## config.mk

```make
export PLATFORM = sky130hd
export DESIGN_NAME = multi_wave_gen
export DESIGN_NICKNAME = d
export VERILOG_FILES = /design/src/rtl/multi_wave_pkg.sv /design/src/rtl/wave_shaper.sv /design/src/rtl/multi_wave_gen.sv
export SDC_FILE = /design/constraint.sdc
export NUM_CORES = 1
export LEC_CHECK = 0
export CORE_MARGIN = 5
export CORE_UTILIZATION = 61
export CTS_CLUSTER_DIAMETER = 100
export CTS_CLUSTER_SIZE = 16
export DETAILED_ROUTE_END_ITERATION = 8
export GPL_TIMING_DRIVEN = 1
export PLACE_DENSITY = 0.78
export SKIP_CTS_REPAIR_TIMING = 1
export SLEW_MARGIN = 10
export SYNTH_ARGS = -nofsm -noshare
export SYNTH_HDL_FRONTEND = slang
export SYNTH_HIERARCHICAL = 1
export SYNTH_SLANG_ARGS = --single-unit
```

## constraint.sdc

```tcl
create_clock -name clk -period 9 [get_ports clk]
set_input_delay 1.35 -clock clk [delete_from_list [all_inputs] [get_ports clk]]
set_output_delay 1.35 -clock clk [all_outputs]
set_load 0.02 [all_outputs]
```

## src/rtl/multi_wave_pkg.sv

```systemverilog
// rtl/multi_wave_pkg.sv - shared types and constants for the multi-mode waveform generator
package multi_wave_pkg;

    typedef enum logic [1:0] {
        WM_TRI = 2'd0,
        WM_SAW = 2'd1,
        WM_SQR = 2'd2,
        WM_PUL = 2'd3
    } wave_mode_e;

    localparam int PIPE_DEPTH = 3;

endpackage

```

## src/rtl/wave_shaper.sv

```systemverilog
// rtl/wave_shaper.sv - maps a phase index to a signed, full-scale sample for the selected shape
module wave_shaper
    import multi_wave_pkg::*;
#(
    parameter int DATA_WIDTH = 16,
    parameter int ADDR_WIDTH = 8
) (
    input  logic [ADDR_WIDTH-1:0] p_i,
    input  wave_mode_e            mode_i,
    input  logic [ADDR_WIDTH-1:0] duty_i,
    output logic [DATA_WIDTH-1:0] s_o
);

    logic [ADDR_WIDTH-1:0] u;

    always_comb begin
        u = '0;
        case (mode_i)
            WM_TRI: u = p_i[ADDR_WIDTH-1] ? ~{p_i[ADDR_WIDTH-2:0], 1'b0}
                                          :  {p_i[ADDR_WIDTH-2:0], 1'b0};
            WM_SAW: u = p_i;
            WM_SQR: u = p_i[ADDR_WIDTH-1] ? '0 : '1;
            WM_PUL: u = (p_i < duty_i) ? '1 : '0;
        endcase
    end

    // Offset-binary to two's complement, placed in the top bits of the sample word.
    always_comb begin
        s_o = '0;
        s_o[DATA_WIDTH-1 -: ADDR_WIDTH] = {~u[ADDR_WIDTH-1], u[ADDR_WIDTH-2:0]};
    end

endmodule

```

## src/rtl/multi_wave_gen.sv

```systemverilog
// rtl/multi_wave_gen.sv - phase-accumulator oscillator with deferred config and a 3-stage output pipeline
module multi_wave_gen
    import multi_wave_pkg::*;
#(
    parameter int DATA_WIDTH  = 16,
    parameter int PHASE_WIDTH = 24,
    parameter int ADDR_WIDTH  = 8,
    parameter int AMP_WIDTH   = 8
) (
    input  logic                   clk,
    input  logic                   rst_n,
    input  logic                   sample_en,
    input  logic                   sync_rst,
    input  logic                   cfg_load,
    input  logic [PHASE_WIDTH-1:0] ftw,
    input  logic [1:0]             mode,
    input  logic [ADDR_WIDTH-1:0]  duty,
    input  logic [AMP_WIDTH-1:0]   amp,
    output logic [DATA_WIDTH-1:0]  dout,
    output logic                   dout_valid,
    output logic                   wrap,
    output logic                   cfg_pend
);

    localparam logic [ADDR_WIDTH-1:0] DUTY_RST = ADDR_WIDTH'(1) << (ADDR_WIDTH - 1);

    logic [PHASE_WIDTH-1:0] acc_q, acc_d;
    logic [PHASE_WIDTH-1:0] ftw_act_q, ftw_sh_q;
    wave_mode_e             mode_act_q, mode_sh_q;
    logic [ADDR_WIDTH-1:0]  duty_act_q, duty_sh_q;
    logic [AMP_WIDTH-1:0]   amp_act_q, amp_sh_q;
    logic                   cfg_pend_q;

    logic                   v1_q, v2_q;
    logic [ADDR_WIDTH-1:0]  p1_q;
    wave_mode_e             mode1_q;
    logic [ADDR_WIDTH-1:0]  duty1_q;
    logic [AMP_WIDTH-1:0]   amp1_q, amp2_q;
    logic [DATA_WIDTH-1:0]  s2_q;
    logic [DATA_WIDTH-1:0]  dout_q;
    logic                   dout_valid_q, wrap_q;

    logic [PHASE_WIDTH:0]            sum;
    logic                            carry, apply;
    logic [ADDR_WIDTH-1:0]           p_d;
    logic [DATA_WIDTH-1:0]           s_d;
    logic signed [DATA_WIDTH+AMP_WIDTH:0] prod, scaled;

    assign sum   = {1'b0, acc_q} + {1'b0, ftw_act_q};
    assign carry = sum[PHASE_WIDTH];
    // Shadow is promoted only at a phase wrap or hard sync so the waveform never glitches mid-period.
    assign apply = cfg_pend_q && (sync_rst || (sample_en && carry));

    always_comb begin
        acc_d = acc_q;
        p_d   = acc_q[PHASE_WIDTH-1 -: ADDR_WIDTH];
        if (sync_rst) begin
            acc_d = '0;
            p_d   = '0;
        end else if (sample_en) begin
            acc_d = sum[PHASE_WIDTH-1:0];
        end
    end

    wave_shaper #(
        .DATA_WIDTH(DATA_WIDTH),
        .ADDR_WIDTH(ADDR_WIDTH)
    ) u_shaper (
        .p_i    (p1_q),
        .mode_i (mode1_q),
        .duty_i (duty1_q),
        .s_o    (s_d)
    );

    assign prod   = $signed(s2_q) * $signed({1'b0, amp2_q});
    assign scaled = prod >>> AMP_WIDTH;

    always_ff @(posedge clk or negedge rst_n) begin
        if (!rst_n) begin
            acc_q        <= '0;
            ftw_act_q    <= '0;
            mode_act_q   <= WM_TRI;
            duty_act_q   <= DUTY_RST;
            amp_act_q    <= '1;
            ftw_sh_q     <= '0;
            mode_sh_q    <= WM_TRI;
            duty_sh_q    <= DUTY_RST;
            amp_sh_q     <= '1;
            cfg_pend_q   <= 1'b0;
            v1_q         <= 1'b0;
            p1_q         <= '0;
            mode1_q      <= WM_TRI;
            duty1_q      <= '0;
            amp1_q       <= '0;
            v2_q         <= 1'b0;
            s2_q         <= '0;
            amp2_q       <= '0;
            dout_q       <= '0;
            dout_valid_q <= 1'b0;
            wrap_q       <= 1'b0;
        end else begin
            acc_q  <= acc_d;
            wrap_q <= sample_en && !sync_rst && carry;

            if (apply) begin
                ftw_act_q  <= ftw_sh_q;
                mode_act_q <= mode_sh_q;
                duty_act_q <= duty_sh_q;
                amp_act_q  <= amp_sh_q;
            end
            // A load coinciding with apply keeps the new values pending behind the old shadow.
            if (cfg_load) begin
                ftw_sh_q   <= ftw;
                mode_sh_q  <= wave_mode_e'(mode);
                duty_sh_q  <= duty;
                amp_sh_q   <= amp;
                cfg_pend_q <= 1'b1;
            end else if (apply) begin
                cfg_pend_q <= 1'b0;
            end

            v1_q <= sample_en;
            if (sample_en) begin
                p1_q    <= p_d;
                mode1_q <= mode_act_q;
                duty1_q <= duty_act_q;
                amp1_q  <= amp_act_q;
            end

            v2_q <= v1_q;
            if (v1_q) begin
                s2_q   <= s_d;
                amp2_q <= amp1_q;
            end

            dout_valid_q <= v2_q;
            if (v2_q) begin
                dout_q <= scaled[DATA_WIDTH-1:0];
            end
        end
    end

    assign dout       = dout_q;
    assign dout_valid = dout_valid_q;
    assign wrap       = wrap_q;
    assign cfg_pend   = cfg_pend_q;

endmodule

```

==> results.py <==
metrics = {
    "yosys": {
        "ys_async_sr_fraction": 1.00,
        "ys_top_cells_by_count": "dfrtp_1, inv_1, nand2_1, fa_1, mux2_2",
        "synth_edf_count": 0,
        "ys_seq_area_frac": 0.331,
        "netlist_area_um2": 13600,
        "synth_simple_gate_area_share": 0.144,
        "synth-compound-area-share": 0.124,
        "ys_top_cells_by_area": "dfrtp_1, fa_1, mux2_2",
        "yosys_warnings": 6,
        "synth_most_common_cell": "dfrtp_1",
        "yosys_most_used_dff": "dfrtp_1",
        "synth_fa_ha_area_frac": 0.215,
        "synth_top_family_by_area": "adder cells",
        "synth_cells": 1359,
        "synth.avg_cell_area_um2": 10.0,
        "synthMuxAreaShare": 0.0890,
        "synth_xor_area_frac": 0.0264,
        "yosys.area.top_type": "dfrtp_1",
        "ys_seq_elements": 179,
        "yosysUniqueCellTypes": 65,
        "post-synth-top-area-fraction": 0.296,
    },
    "critical_path": {
        "worstPathCellList": "nand2_1 -> fa_1 -> fa_1 -> inv_1 -> fa_1 -> inv_1 -> fa_1 -> inv_1 -> ha_1 -> nor4_1 -> o21ai_1 -> a31o_2 -> o41a_1 -> a221o_1 -> a211oi_4 -> a21oi_1 -> xnor2_1 -> mux2_2",
        "max_stage_delay_ns": 0.70,
        "worstPathRequired_ns": 9.34,
        "crit_buf_inv": 3,
        "start_kind": "flip-flop",
        "slowest_stage": "dfrtp_1",
        "cpMostUsedCell": "fa_1",
        "crit_fanout": 17,
        "cp.arrival_ns": 6.02,
        "end_kind": "flip-flop",
        "crit_type": "flip-flop to flip-flop",
        "cp_top_family": "adder cells",
    },
    "run_status": {
        "status": "completed",
    },
    "sta": {
        "tightest_slew_ns": 1.10,
        "max_freq_mhz": 176,
        "hold_viol_final": 0,
        "setup_tns_ns": 0,
        "finClkSkew_ns": 0.0166,
        "rsz0062_at_grt": "no",
        "drv_slew": 0,
        "finalCritPeriodShare": 0.631,
        "relSlewSlack": 0.268,
        "fin_crit_ns": 5.68,
        "finalSetupViolations": 0,
    },
    "clock_tree": {
        "cts-htree-levels": 4,
        "cts_tree": "built",
        "path_clk_slew_ns": 0.09,
        "cts_sinks": 179,
        "clock_latency_ns": 0.44,
        "root_buffer": "clkbuf_16",
        "clock_path_buffers": 2,
        "numCtsBuffers": 17,
    },
    "floorplan": {
        "pin_count": 66,
        "die_h_um": 159,
        "rows": 54,
        "die_width_um": 159,
        "start_util": 0.622,
        "core_um2": 21900,
        "die-area_um2": 25400,
    },
    "detailed_routing": {
        "drt_iter0_drc": 717,
        "wirelength_mm": 29.0,
        "drt-pass1-iter-count": 5,
        "routed_via_density": 6.03,
        "drc": 0,
        "wl_per_cell_um": 17.5,
        "via_count": 10000,
        "postRouteAntennaNets": 0,
    },
    "placed_design": {
        "hpwl_mm": 20.4,
        "gp_congestion": 0.841,
        "portBuffers": 65,
    },
    "layout": {
        "drive_above_1_share": 0.130,
        "diodes": 0,
        "area_growth_pct": 9.83,
        "fin_nets": 1587,
        "fillers": 1619,
    },
    "grt": {
        "grt_overflow": 0,
        "antenna_found_initial": 0,
        "grt_first_pass_wirelength_mm": 50.3,
        "grt_max_degree": 97,
        "grt_pass1_vias": 10200,
        "grt_usage": 0.235,
    },
    "flow_run": {
        "drv_cap": 0,
    },
    "min_path": {
        "hold_class": "flip-flop to flip-flop",
    },
}
-- state kept, by name, indices dropped and copies added, names as in the netlist, 8 cells and up --
signal	count
s2_q	16
amp_sh_q	8
duty1_q	8
acc_q	24
duty_act_q	8
duty_sh_q	8
amp_act_q	8
ftw_sh_q	24
amp1_q	8
dout	16
amp2_q	8
p1_q	8
ftw_act_q	24
-- layer usage --
layer  vias to the layer above  GRT usage  routed length (µm)
met5                         -          0                   0
met4                         0     0.0713                 403
met3                        35     0.0287                1550
met2                       312      0.382               13900
met1                      4984      0.332               13100
li1                       4675          -                   -
-- worst min-delay path, cell delays in order (launching register included) --
cell and delay (ns):
dfrtp_1 0.35, nand2_1 0.05, o31ai_1 0.05
-- through the flow --
stage / hold slack (ns) / cell area, µm² / util / worst slack (ns) / cells
2_1_floorplan: 0.352 / 13600 / - / 3.57 / 1366
3_3_place_gp: 0.465 / 14300 / 0.655 / 3.46 / 1627
3_5_place_dp: 0.473 / 14300 / 0.655 / 3.33 / 1627
4_1_cts: 0.490 / 14900 / 0.683 / 3.32 / 1659
5_1_grt: 0.520 / 14900 / 0.683 / 3.01 / 1659
6_report: 0.488 / 14900 / 0.683 / 3.32 / 1659
-- worst paths after layout --
kind,cells past startpoint,start,slack [ns],endpoint
setup / recovery,18,amp2_q[5]$_DFFE_PN0P_,3.32,dout[15]$_DFFE_PN0P_
hold / removal,2,dout[3]$_DFFE_PN0P_,0.49,dout[3]$_DFFE_PN0P_
setup reg to reg,18,amp2_q[5]$_DFFE_PN0P_,3.32,dout[15]$_DFFE_PN0P_
hold reg to reg,2,dout[3]$_DFFE_PN0P_,0.49,dout[3]$_DFFE_PN0P_
max in group asynchronous,2,rst_n,6.45,duty1_q[3]$_DFFE_PN0P_
min in group asynchronous,1,rst_n,0.98,dout[6]$_DFFE_PN0P_
-- cells by family after synthesis --
group,Yosys count
simple gates,382
compound gates,225
fa+ha+maj,174
xor+xnor,41
flops,179
mux,109
other cells,1
buf+inv,248
-- cell usage in the layout (no fill, tap or decap), drive strengths merged, types with 15 or more instances in the layout --
cell type,Yosys,routed
a21o,28,28
a21oi,34,34
a221oi,44,44
and2,59,59
clkbuf,73,17
clkdlybuf4s50,0,62
dfrtp,161,161
dfstp,18,18
fa,100,100
ha,74,74
inv,154,160
mux2,96,96
nand2,110,110
nand3,48,48
nand4,45,45
nor2,41,41
nor2b,49,49
o211ai,43,43
o21ai,22,22
xnor2,26,26
xor2,15,15
-- area by class of cell --
class	count	area (µm²)	area share
clock buffers	17	425	0.0285
clock inverters	15	190	0.0127
inverters	154	578	0.0387
multi-input cells	939	8180	0.548
flip-flops and latches	179	4500	0.301
well taps	280	350	0.0234
repair buffers	75	717	0.0480
Power is left out: the tool's default activity adds up to more than one toggle a clock period on the data nets, which glitch-free logic cannot reach.
